--- src/rtl/uart_cmd_pkg.sv ---
// Shared constants and types for the UART command decoder and its sticky-channel timers.
// Latency: n/a (package only).
// Backpressure: n/a; the decoder consumes one byte per rx_valid strobe and cannot stall.
package uart_cmd_pkg;

    // ASCII command bytes sent by the opponent console
    localparam logic [7:0] CMD_LOST  = 8'h4C;   // 'L'
    localparam logic [7:0] CMD_READY = 8'h52;   // 'R'
    localparam logic [7:0] CMD_PAUSE = 8'h50;   // 'P'
    localparam logic [7:0] CMD_WIN   = 8'h57;   // 'W'

    // Default channel map: ch0='L', ch1='R', ch2='W', ch3='P'; only 'R' is sticky
    localparam int         DEF_N_CMD       = 4;
    localparam logic [31:0] DEF_CMD_CODES  = {CMD_PAUSE, CMD_WIN, CMD_READY, CMD_LOST};
    localparam logic [3:0] DEF_STICKY_MASK = 4'b0010;

    // Per-channel sticky state
    typedef enum logic {
        ST_IDLE = 1'b0,
        ST_HELD = 1'b1
    } sticky_state_t;

    // Down-counter width; a zero timeout still gets one bit so the port is never zero-width
    function automatic int timer_width(input int timeout);
        return (timeout > 0) ? $clog2(timeout + 1) : 1;
    endfunction

endpackage

--- src/rtl/sticky_timer.sv ---
// One sticky channel: holds a level from set until clr or keep-alive expiry.
// Latency: held rises/falls one cycle after the set/clr/expiry condition.
// Backpressure: none; clr beats set/reload, reload beats expiry.
module sticky_timer
    import uart_cmd_pkg::*;
#(
    parameter int TIMEOUT = 0,
    parameter int TW      = timer_width(TIMEOUT)
) (
    input  logic          clk,
    input  logic          rst,
    input  logic          set,
    input  logic          clr,
    input  logic          reload,
    output logic          held,
    output logic [TW-1:0] timer
);

    sticky_state_t state_q, state_d;
    logic [TW-1:0] timer_q, timer_d;

    // State and timer registers with synchronous reset
    always_ff @(posedge clk) begin
        if (rst) begin
            state_q <= ST_IDLE;
            timer_q <= '0;
        end else begin
            state_q <= state_d;
            timer_q <= timer_d;
        end
    end

    // Next state: clear wins over everything, reload wins over expiry
    always_comb begin
        state_d = state_q;
        timer_d = timer_q;
        case (state_q)
            ST_IDLE: begin
                if (set && !clr) begin
                    state_d = ST_HELD;
                    timer_d = TW'(TIMEOUT);
                end
            end
            ST_HELD: begin
                if (clr) begin
                    state_d = ST_IDLE;
                    timer_d = '0;
                end else if (reload) begin
                    timer_d = TW'(TIMEOUT);
                end else if (TIMEOUT > 0) begin
                    // timer==1 is the last held cycle; the level drops on the next edge
                    if (timer_q == TW'(1)) begin
                        state_d = ST_IDLE;
                        timer_d = '0;
                    end else begin
                        timer_d = timer_q - TW'(1);
                    end
                end
            end
            default: begin
                state_d = ST_IDLE;
                timer_d = '0;
            end
        endcase
    end

    assign held  = (state_q == ST_HELD);
    assign timer = timer_q;

endmodule

--- src/rtl/uart_cmd_decoder.sv ---
// Decodes single-byte UART commands into per-channel pulses and sticky levels.
// Latency: every output is registered and updates the cycle after rx_valid & enable.
// Backpressure: none; every accepted byte is consumed, bytes arriving with enable low are dropped.
module uart_cmd_decoder
    import uart_cmd_pkg::*;
#(
    parameter int                 N_CMD       = DEF_N_CMD,
    parameter logic [N_CMD*8-1:0] CMD_CODES   = DEF_CMD_CODES,
    parameter logic [N_CMD-1:0]   STICKY_MASK = DEF_STICKY_MASK,
    parameter int                 TIMEOUT     = 0,
    parameter int                 CNT_W       = 8
) (
    input  logic             clk,
    input  logic             rst,
    input  logic             enable,
    input  logic             arm,
    input  logic [7:0]       rx_data,
    input  logic             rx_valid,
    output logic [N_CMD-1:0] cmd_pulse,
    output logic [N_CMD-1:0] cmd_level,
    output logic             unknown_err,
    output logic [2:0]       last_cmd,
    output logic [CNT_W-1:0] cmd_cnt
);

    localparam int TW = timer_width(TIMEOUT);

    logic             accept;
    logic             hit;
    logic [2:0]       idx;
    logic [N_CMD-1:0] sel;
    logic [N_CMD-1:0] pulse_sel;
    logic             pulse_evt;
    logic             sticky_clr;
    logic [N_CMD-1:0] level_w;

    logic [N_CMD-1:0] pulse_q, pulse_d;
    logic             err_q, err_d;
    logic [2:0]       last_q, last_d;
    logic [CNT_W-1:0] cnt_q, cnt_d;

    assign accept = rx_valid & enable;

    // Priority match encoder: the lowest channel index wins on duplicate codes
    always_comb begin
        sel = '0;
        idx = '0;
        hit = 1'b0;
        for (int i = 0; i < N_CMD; i++) begin
            if (!hit && rx_data == CMD_CODES[8*i +: 8]) begin
                sel[i] = 1'b1;
                idx    = 3'(i);
                hit    = 1'b1;
            end
        end
    end

    assign pulse_sel  = sel & ~STICKY_MASK;
    assign pulse_evt  = accept & (|pulse_sel);
    // A pulse event ends the ready phase, as does leaving play or multiplayer mode
    assign sticky_clr = ~arm | ~enable | pulse_evt;

    // Next values for the pulse/error strobes, last index and saturating counter
    always_comb begin
        pulse_d = accept ? pulse_sel : '0;
        err_d   = accept & ~hit;
        last_d  = last_q;
        cnt_d   = cnt_q;
        if (accept && hit) begin
            last_d = idx;
            if (cnt_q != {CNT_W{1'b1}}) begin
                cnt_d = cnt_q + CNT_W'(1);
            end
        end
    end

    // Output registers with synchronous reset
    always_ff @(posedge clk) begin
        if (rst) begin
            pulse_q <= '0;
            err_q   <= 1'b0;
            last_q  <= '0;
            cnt_q   <= '0;
        end else begin
            pulse_q <= pulse_d;
            err_q   <= err_d;
            last_q  <= last_d;
            cnt_q   <= cnt_d;
        end
    end

    for (genvar g = 0; g < N_CMD; g++) begin : g_chan
        if (STICKY_MASK[g]) begin : g_sticky
            logic          held;
            logic          set_w;
            logic          reload_w;
            logic [TW-1:0] timer_unused;

            assign set_w    = accept & arm & sel[g] & ~held;
            assign reload_w = accept & arm & sel[g] & held;

            sticky_timer #(
                .TIMEOUT (TIMEOUT)
            ) u_timer (
                .clk    (clk),
                .rst    (rst),
                .set    (set_w),
                .clr    (sticky_clr),
                .reload (reload_w),
                .held   (held),
                .timer  (timer_unused)
            );

            assign level_w[g] = held;
        end else begin : g_pulse
            assign level_w[g] = 1'b0;
        end
    end

    assign cmd_pulse   = pulse_q;
    assign cmd_level   = level_w;
    assign unknown_err = err_q;
    assign last_cmd    = last_q;
    assign cmd_cnt     = cnt_q;

endmodule

--- config.mk ---
export PLATFORM = sky130hd
export DESIGN_NAME = uart_cmd_decoder
export DESIGN_NICKNAME = d
export VERILOG_FILES = /design/src/rtl/uart_cmd_pkg.sv /design/src/rtl/sticky_timer.sv /design/src/rtl/uart_cmd_decoder.sv
export SDC_FILE = /design/constraint.sdc
export NUM_CORES = 1
export LEC_CHECK = 0
export ABC_CLOCK_PERIOD_IN_PS = 1900
export CAP_MARGIN = 30
export CORE_MARGIN = 3
export CORE_UTILIZATION = 37
export CTS_CLUSTER_SIZE = 16
export DETAILED_ROUTE_END_ITERATION = 16
export PLACE_DENSITY_LB_ADDON = 0.05
export REMOVE_ABC_BUFFERS = 1
export SYNTH_ARGS = -nofsm -noshare
export SYNTH_HDL_FRONTEND = slang
export SYNTH_HIERARCHICAL = 1
export SYNTH_SLANG_ARGS = --single-unit
export TNS_END_PERCENT = 30
--- constraint.sdc ---
create_clock -name clk -period 1.9 [get_ports clk]
set_clock_uncertainty 0.05 [all_clocks]
set_input_delay 0.38 -clock clk [delete_from_list [all_inputs] [get_ports clk]]
set_output_delay 0.38 -clock clk [all_outputs]
set_load 0.02 [all_outputs]
* After elaboration in Yosys (flattened, before gate mapping) *
Index checks and enable logic that the tools add are counted.

storage, ports and cells
  memories kept = 0
  latch bits = 0
  bits in registers = 17
  word-level logic and storage cells = 50
  bits in read-only memories = 0
  bits in writable memories = 0
  output and inout port bits = 20
  bits of input ports = 13

operators by class
  $add $sub $neg = 1
  bitwise gates (word level) = 13
  equal/unequal tests = 5
  div/mod/pow operators = 0
  reductions and logical operators = 12
  multiplexer cells = 13
  order comparisons = 0
  $mul = 0
  shift operators = 0

operators by type and width
  operator                                       number
  == test 8 x 7 -> 1 bit, second input constant  4
  2-to-1 mux 1 bit                               10
  adder 8 x 1 -> 8 bit, second input constant    1
  != test 8 bit, second input constant           1
  bitwise AND 1 bit                              6
  2-to-1 mux 3 bit                               2
  logical AND 1 bit                              5
  NOT 1 bit                                      5
  logical NOT 1 bit                              4
  OR reduction 3 bit                             1
  bitwise OR 1 bit                               2
  case mux 1 bit (2 select lines)                1
  AND reduction 2 bit                            1
  OR reduction 2 bit                             1

* Depth between registers and ports, before layout *
Gate-level depths: netlist of the first run.

  depth in word-level cells = 18
  gate-level depth with buffers = 7

* Hierarchy *
Netlist of the first run, hierarchy kept.

modules (own cells, without submodules)
  module            area each (um^2)  times used  cells an instance  seq. area each (um^2)
  uart_cmd_decoder  777.0             1           88                 280.3
  sticky_timer      45.0              1           5                  20.0

* Least setup slack after synthesis of the first run *
Ideal clock, no wire load.

  path type = input-to-reg
  start point = input port rx_data[5]
  end point = register cnt_q[7], in the netlist cmd_cnt[7]
  buffers on the path = 0
  stages on the path = 5
  data arrival time = 1.553 ns
  setup time = 0.071 ns
  path slack = 0.226 ns
  cells stage by stage = nor3b_4 nor4b_4 o211ai_2 or3_1 a21oi_1

between the ends
  longest elaborated chain between the ends = 13

ends and longest elaborated chain
  item                             line                    source
  start: declaration               uart_cmd_decoder.sv:17  input logic [7:0] rx_data,
  == test 8 x 7 -> 1 bit           uart_cmd_decoder.sv:50  if (!hit && rx_data == CMD_CODES[8*i +: 8]) begin
  2-to-1 mux 1 bit                 uart_cmd_decoder.sv:50
  logical NOT 1 bit                uart_cmd_decoder.sv:50
  logical AND 1 bit                uart_cmd_decoder.sv:50
  2-to-1 mux 1 bit                 uart_cmd_decoder.sv:50
  logical NOT 1 bit                uart_cmd_decoder.sv:50
  logical AND 1 bit                uart_cmd_decoder.sv:50
  2-to-1 mux 1 bit                 uart_cmd_decoder.sv:50
  logical NOT 1 bit                uart_cmd_decoder.sv:50
  logical AND 1 bit                uart_cmd_decoder.sv:50
  2-to-1 mux 1 bit *               uart_cmd_decoder.sv:50
  logical AND 1 bit *              uart_cmd_decoder.sv:69  if (accept && hit) begin
  AND reduction 2 bit (no line) *  --
  end signal: assignment           uart_cmd_decoder.sv:88  cnt_q <= cnt_d;
  end: declaration                 uart_cmd_decoder.sv:40  logic [CNT_W-1:0] cnt_q, cnt_d;

Every way passes the cells marked *; elsewhere a longest branch is shown, timed or not.
A chain may end at the register's enable or synchronous reset.

* Worst setup path after layout of the first run *
  start point = input port rx_data[3]
  end point = register cnt_q[5], in the netlist cmd_cnt[5]

The elaborated chain is that of the path after synthesis.

==> run metrics, run 1 <==
status finished, final reports clean; Critical Path End Type flop; max_cap viols 0; Core Area 0.002002 mm^2; Critical Path Source Type input pin; CTS max path bufs 2; endpoints failing setup 0; DRT antenna net count 0; DR pass1 iterations 4; Hold Fails Final Rpt 0; hold-fix buffers at CTS 0; max-slew violation count 0; initial core utilization 0.4012; Post-Place Cell Area 0.001164 mm^2; Die H 52.60 um; IO Pins 33; drt total wl 1790 um; DRT iter0 DRCs 8; clock sink count 15; GRT Overall Usage 0.1551; Fmax 547.4 MHz; H-tree levels 1; VDD IR-drop max 0.3616 mV; Root Driver clkbuf_4; Synth Warn # 6; Gate Count Post-Synth 89; DR vias/cell ~4.9; routed vias approximately 760; cts bufs inserted 3; CTS tree built; HPWL after DPL 1444 um; RSZ-0062 raised after global routing yes; mean area per synthesized cell 9.026 um^2; Final Core Density 0.5988; drt wl/cell 11.47 um; initial antenna violation count 0; post-route minimum period 1.827 ns; Final GP Congestion around 0.76; Critical Path RT 2.07 ns; Final Cycle Share 0.9614; Final Non-Filler Cells 156; grt total ovfl 0; Diodes inserted 0; fillers 196; die width 52.60 um; vias in the first global route 763; row cnt 16; # DRC 0; commonest cells after routing, fill and taps aside clkdlybuf4s50_1 (24), dfxtp_1 (15), buf_4 (12); CP Class input pin to flop; DIE AREA approximately 0.0028 mm^2; IO buf count 27; Area growth syn-to-layout 49.22%; NumNets Final 144; Clk Latency, worst-skew pair about 0.29 ns; share of cells above drive strength 1 0.1860; Arrival @ worst endpoint roughly 2.0 ns; Placed Cells 152; Final Total Pwr 0.5753 mW; most common cell after layout, fill and taps aside clkdlybuf4s50_1; Netlist Area Pre-Place 803.3 um^2; critical path peak fanout 7; final instance area about 0.0012 mm^2; largest net degree at the start of global routing 13; clk slew on worst S/H paths 0.09 ns; Setup Fix Bufs, Post-CTS 0; leak pwr 0.5158 nW; Hold WC Path Type input pin to flop; first-pass GRT wire length around 3200 um; pwr/cell area 480.0 mW/mm^2
-- critical path: stages --
cell	delay, ns
clkdlybuf4s50_1	0.52
nand3b_4	0.09
nor4b_4	0.25
buf_4	0.18
o211ai_2	0.11
or3_1	0.32
a21oi_1	0.14
-- per-stage QoR --
stage / hold WS [ns] / setup TNS [ns] / worst slack [ns]
6_report: 0.4332 / 0 / 0.07327
5_1_grt: 0.4407 / -0.03399 / -0.02920
2_1_floorplan: 0.3991 / 0 / 0.2269
3_5_place_dp: 0.4351 / -2.331 / -0.2803
4_1_cts: 0.4659 / 0 / 0.02688
3_3_place_gp: 0.4374 / -1.980 / -0.2523
-- routing by layer --
metal	up-vias	wire (um)	track usage	part of all wire
met3	0	116	0.05983	0.065
met4	0	0	0.05106	0
met2	21	828	0.2417	0.46
li1	398	-	-	-
met5	-	0	0	0
met1	342	845	0.1941	0.47
-- what timing repair did --
item	in CTS	in global routing
gates resized for setup	0	3
setup endpoints to repair	0	6
endpoints found under the hold margin	0	0
-- registers in the layout (all words and copies together), names as in the netlist --
register,cells
last_cmd,2
unknown_err,1
cmd_pulse,3
g_chan.g_sticky.u_timer/held,1
cmd_cnt,8
-- final cells by class --
type | instances | area [um^2] | area share
clock buffers | 3 | 22.52 | 0.01879
clock inverters | 1 | 5.005 | 0.004175
multi-input cells | 71 | 469.2 | 0.3914
flip-flops and latches | 15 | 300.3 | 0.2505
well taps | 27 | 33.78 | 0.02818
repair buffers | 39 | 367.9 | 0.3069
-- worst paths after layout --
path,from,to,slack (ns),cells after the start
setup / recovery,rx_data[3],cmd_cnt[5]$_SDFFE_PP0P_,0.07,7
hold / removal,rx_data[0],cmd_pulse[2]$_SDFF_PP0_,0.43,3
setup reg to reg,cmd_cnt[0]$_SDFFE_PP0P_,cmd_cnt[1]$_SDFFE_PP0P_,0.31,7
hold reg to reg,last_cmd[1]$_SDFFE_PP0P_,last_cmd[1]$_SDFFE_PP0P_,0.46,2
-- where the power goes --
group	total (mW)	leakage, nW	switching (mW)	internal [mW]
Combinational	0.0796	0.377	0.0380	0.0415
Sequential	0.315	0.121	0.000337	0.315
Clock	0.180	0.0177	0.102	0.0783
Total	0.575	0.516	0.140	0.435
(Power assumes the default switching activity.)
==> run 2: changes to the inputs <==
CORE_ASPECT_RATIO = 0.75   (was not set)
==> run metrics, run 2 (synthesis gave the netlist of run 1 again) <==
DRT antenna net count 0; status finished, final reports clean; Final Total Pwr 0.5745 mW; endpoints failing setup 0; Diodes inserted 0; RSZ-0062 raised after global routing no; Clk Latency, worst-skew pair 0.28 ns; setup TNS 0 ns; routed vias roughly 770; CTS max path bufs 2; post-route minimum period 1.822 ns; Critical Path Source Type flop; max_cap viols 0; Final GP Congestion 0.7751; GRT Overall Usage 0.1543; FF-to-FF Start cmd_cnt[0]$_SDFFE_PP0P_; Area growth syn-to-layout 50.16%; Final Cycle Share 0.9589; NumNets Final around 140; CTS tree built; H-tree levels 1; drt total wl 1955 um; Fmax roughly 550 MHz; Critical Path RT 1.47 ns; IO buf count 27; Crit-path slowest cell clkdlybuf4s50_1; pwr/cell area 476.3 mW/mm^2; # DRC 0; fillers 179; vias in the first global route 713; die width 59.80 um; Root Driver clkbuf_4; DR vias/cell 5.126; first-pass GRT wire length 3132 um; Hold Fails Final Rpt 0; family with the most delay on the worst path buffers and inverters; grt total ovfl 0; Die H 46.35 um; commonest cells after routing, fill and taps aside clkdlybuf4s50_1 (20), dfxtp_1 (15), buf_4 (12); HPWL after DPL 1543 um; CP Class flop to output port; max-slew violation count 0; Final Core Density 0.6393; CP Cell Sequence clkdlybuf4s50_1; largest net degree at the start of global routing 16; clock sink count 15; Critical Path End Type output port; VDD IR-drop max 0.4829 mV; Core Area between 0.0015 and 0.002 mm^2; hold-fix buffers at CTS 0; IO Pins 33; Post-Place Cell Area between 0.001 and 0.0015 mm^2; DR pass1 iterations 4; row cnt 13; hold path start rx_data[0]; Slew HR 0.6232; critical path peak fanout 8; clk slew on worst S/H paths 0.09 ns; share of cells above drive strength 1 0.1938; max FFs per register 8; CP Launch Point cmd_cnt[7]$_SDFFE_PP0P_; cts bufs inserted 3; slew at the pin closest to its max-slew limit between 0.5 and 0.6 ns; max incr delay on CP 0.65 ns; DIE AREA approximately 0.0028 mm^2; initial core utilization 0.4257; drt wl/cell 12.95 um; most common cell after layout, fill and taps aside clkdlybuf4s50_1; initial antenna violation count 0; WP buf/inv 1; DRT iter0 DRCs 17; final instance area 0.001206 mm^2; Arrival @ worst endpoint between 1 and 1.5 ns; leak pwr 0.5413 nW; Hold WC Path Type input pin to flop
-- run 2: cell count changes in the layout (fill, tap and decap cells not counted) --
cell	delta
o21ai_0	-2
clkdlybuf4s50_1	-4
o21ai_1	+2
a21oi_1	-1
a21oi_2	+1
dlymetal6s2s_1	+4
-- run 2: power breakdown --
group	internal [mW]	switching (mW)	total [mW]
registers	0.315	0.000332	0.315
logic	0.0398	0.0391	0.0789
clock network	0.0782	0.102	0.180
total	0.433	0.141	0.575
-- run 2: metrics by stage --
step	hold slack (ns)	cells	setup WS, ns
after floorplan	0.3991	86	0.2269
after global placement	0.4476	147	-0.2662
after detailed placement	0.4374	147	-0.2991
after CTS	0.4633	151	0.004920
after global routing	0.4471	151	0.003403
final	0.4349	151	0.07812
-- run 2: worst paths after layout --
path / end / slack, ns / depth (start not counted)
min: cmd_pulse[2]$_SDFF_PP0_ / 0.43 / 3
min reg2reg: last_cmd[1]$_SDFFE_PP0P_ / 0.45 / 2
max reg2reg: cmd_cnt[1]$_SDFFE_PP0P_ / 0.29 / 7
max: cmd_cnt[7] / 0.08 / 1
-- run 2: cell type report --
class | instances | area [um^2] | area share
sequential | 15 | 300.3 | 0.2490
timing repair buffer | 39 | 377.9 | 0.3133
clock inverter | 1 | 5.005 | 0.004149
tap | 22 | 27.53 | 0.02282
clock buffer | 3 | 22.52 | 0.01867
multi-input combinational | 71 | 473.0 | 0.3921
-- run 2: timing repair --
item / in CTS / in global routing
gates cloned: 0 / 0
setup endpoints to repair: 1 / 6
setup buffers: 0 / 0
pin swaps: 1 / 5
gates resized for setup: 0 / 10
-- run 2: routing by layer --
metal,GRT usage,share of wire,vias up,wire length (um)
met2,0.2328,0.45,26,888
met4,0.02655,0,0,0
li1,-,-,397,-
met1,0.2110,0.49,351,949
met5,0,0,-,0
met3,0.05882,0.060,0,118
==> run 3: changes to the inputs <==
CAP_MARGIN = 15   (was 30)
CORE_UTILIZATION = 42   (was 37)
PLACE_DENSITY = 0.78   (was not set)
PLACE_DENSITY_LB_ADDON = not set   (was 0.05)
==> run metrics, run 3 (synthesis gave the netlist of run 1 again) <==
Post-Place Cell Area 0.001157 mm^2; die width roughly 57 um; IO Pins 33; commonest cells after routing, fill and taps aside clkdlybuf4s50_1 (24), dfxtp_1 (15), buf_4 (14); Min-Delay Path Depth 2; max incr delay on CP around 0.48 ns; FF-to-FF Start cmd_cnt[4]$_SDFFE_PP0P_; Flop pwr share 0.541; Clk Latency, worst-skew pair 0.29 ns; fillers around 140; Sw Pwr 0.1468 mW; Final GP Congestion 0.9298; initial core utilization 0.4531; DIE AREA 0.002479 mm^2; HPWL after DPL ~1600 um; status finished, final reports clean; Final Core Density 0.6895; clock sink count 15; first-pass GRT wire length 3332 um; DR pass1 iterations 5; CTS max path bufs 2; DR vias/cell 5.281; Final Total Pwr 0.5828 mW; CP Cell Sequence clkdlybuf4s50_1 > and3_2 > o211a_4 > o211ai_2 > buf_4 > xor2_1 > nor2_1; drt wl/cell 13.42 um; DRT antenna net count 0; leak pwr 0.5083 nW; Fin Hold WS approximately 0.47 ns; GRT Overall Usage 0.1736; internal power ~0.44 mW; Area growth syn-to-layout 52.18%; CTS tree built; max-slew violation count 0; Hold WC Path Type flop to flop; clk slew on worst S/H paths 0.09 ns; Fmax 538.3 MHz; row cnt 13; Clock power frac 0.315; Critical Path Source Type input pin; grt total ovfl 0; Die H roughly 44 um; Crit-path slowest cell clkdlybuf4s50_1; max FFs per register 8; # DRC 0; Core Area 0.001773 mm^2; initial antenna violation count 0; critical path peak fanout 5; Worst Reg-to-Reg Cells 5; drt total wl between 2000 and 2500 um; Hold Fails Final Rpt 0; NumNets Final 146; IO buf count 27; H-tree levels 1; Critical Path RT 2.02 ns; VDD IR-drop max between 0.4 and 0.5 mV; routed vias 808; CP Class input pin to flop; Diodes inserted 0; switching part of the total 0.2519; met3 global-route usage 0.05655; final instance area 0.001222 mm^2; DRT iter0 DRCs 21; pwr/cell area approximately 480 mW/mm^2; hold-fix buffers at CTS 0; global route hottest layer met2; max_cap viols 0; most common cell after layout, fill and taps aside clkdlybuf4s50_1; global-route met2 utilization 0.3111; share of cells above drive strength 1 0.2290; RSZ-0062 raised after global routing yes; endpoints failing setup 0; Arrival @ worst endpoint 1.98 ns; Root Driver clkbuf_4; Logic pwr share 0.144; hold path start last_cmd[1]$_SDFFE_PP0P_; largest net degree at the start of global routing 13; cts bufs inserted 3; Final Cycle Share 0.9777; GR Util met1 0.2125; vias in the first global route 743; Critical Path End Type flop; CP Launch Point rx_data[2]; post-route minimum period 1.858 ns
[run 3: power by group through the flow]
stage	clock network (mW)	logic, mW	registers [mW]
finish	0.183	0.0840	0.315
global route	0.204	0.0894	0.316
CTS	0.191	0.0829	0.316
detailed placement	0	0.0825	0.323
global placement	0	0.0802	0.323
floorplan	0	0.0269	0.324
[run 3: final timing paths]
| path | to | slack, ns |
|---|---|---|
| setup / recovery | cmd_cnt[3]$_SDFFE_PP0P_ | 0.04 |
| hold reg to reg | last_cmd[1]$_SDFFE_PP0P_ | 0.47 |
| setup reg to reg | cmd_cnt[5]$_SDFFE_PP0P_ | 0.31 |
| hold / removal | last_cmd[1]$_SDFFE_PP0P_ | 0.47 |
[run 3: timing repair]
item	in CTS	in global routing
resized for setup	2	7
pin swaps	2	6
setup buffers	1	2
endpoints found under the setup margin	1	6
[run 3: metrics by stage]
stage / instances / setup TNS, ns / setup slack, ns
2_1_floorplan: 86 / 0 / 0.2269
3_3_place_gp: 147 / -2.004 / -0.2264
3_5_place_dp: 147 / -2.613 / -0.3121
4_1_cts: 152 / 0 / 0.01912
5_1_grt: 153 / -0.06674 / -0.02478
6_report: 153 / 0 / 0.04242
[run 3: cell type report]
class	count	area (um^2)	share of cell area
Clock inverter	1	5.005	0.004094
Tap cell	22	27.53	0.02252
Multi-Input combinational cell	71	488.0	0.3992
Timing Repair Buffer	41	379.1	0.3101
Sequential cell	15	300.3	0.2457
Clock buffer	3	22.52	0.01842
[run 3: critical path, delay by kind of cell]
kind | cells | cell delay, ns
buffers and inverters | 2 | 0.64
AND/OR/NAND/NOR | 2 | 0.32
XOR/XNOR | 1 | 0.13
AO/OA/AOI/OAI | 2 | 0.51
[run 3: metal layers]
layer | routed length, um | share of wire
met5 | 0 | 0
met4 | 0 | 0
met3 | 127 | 0.062
met2 | 1036 | 0.50
met1 | 888 | 0.43
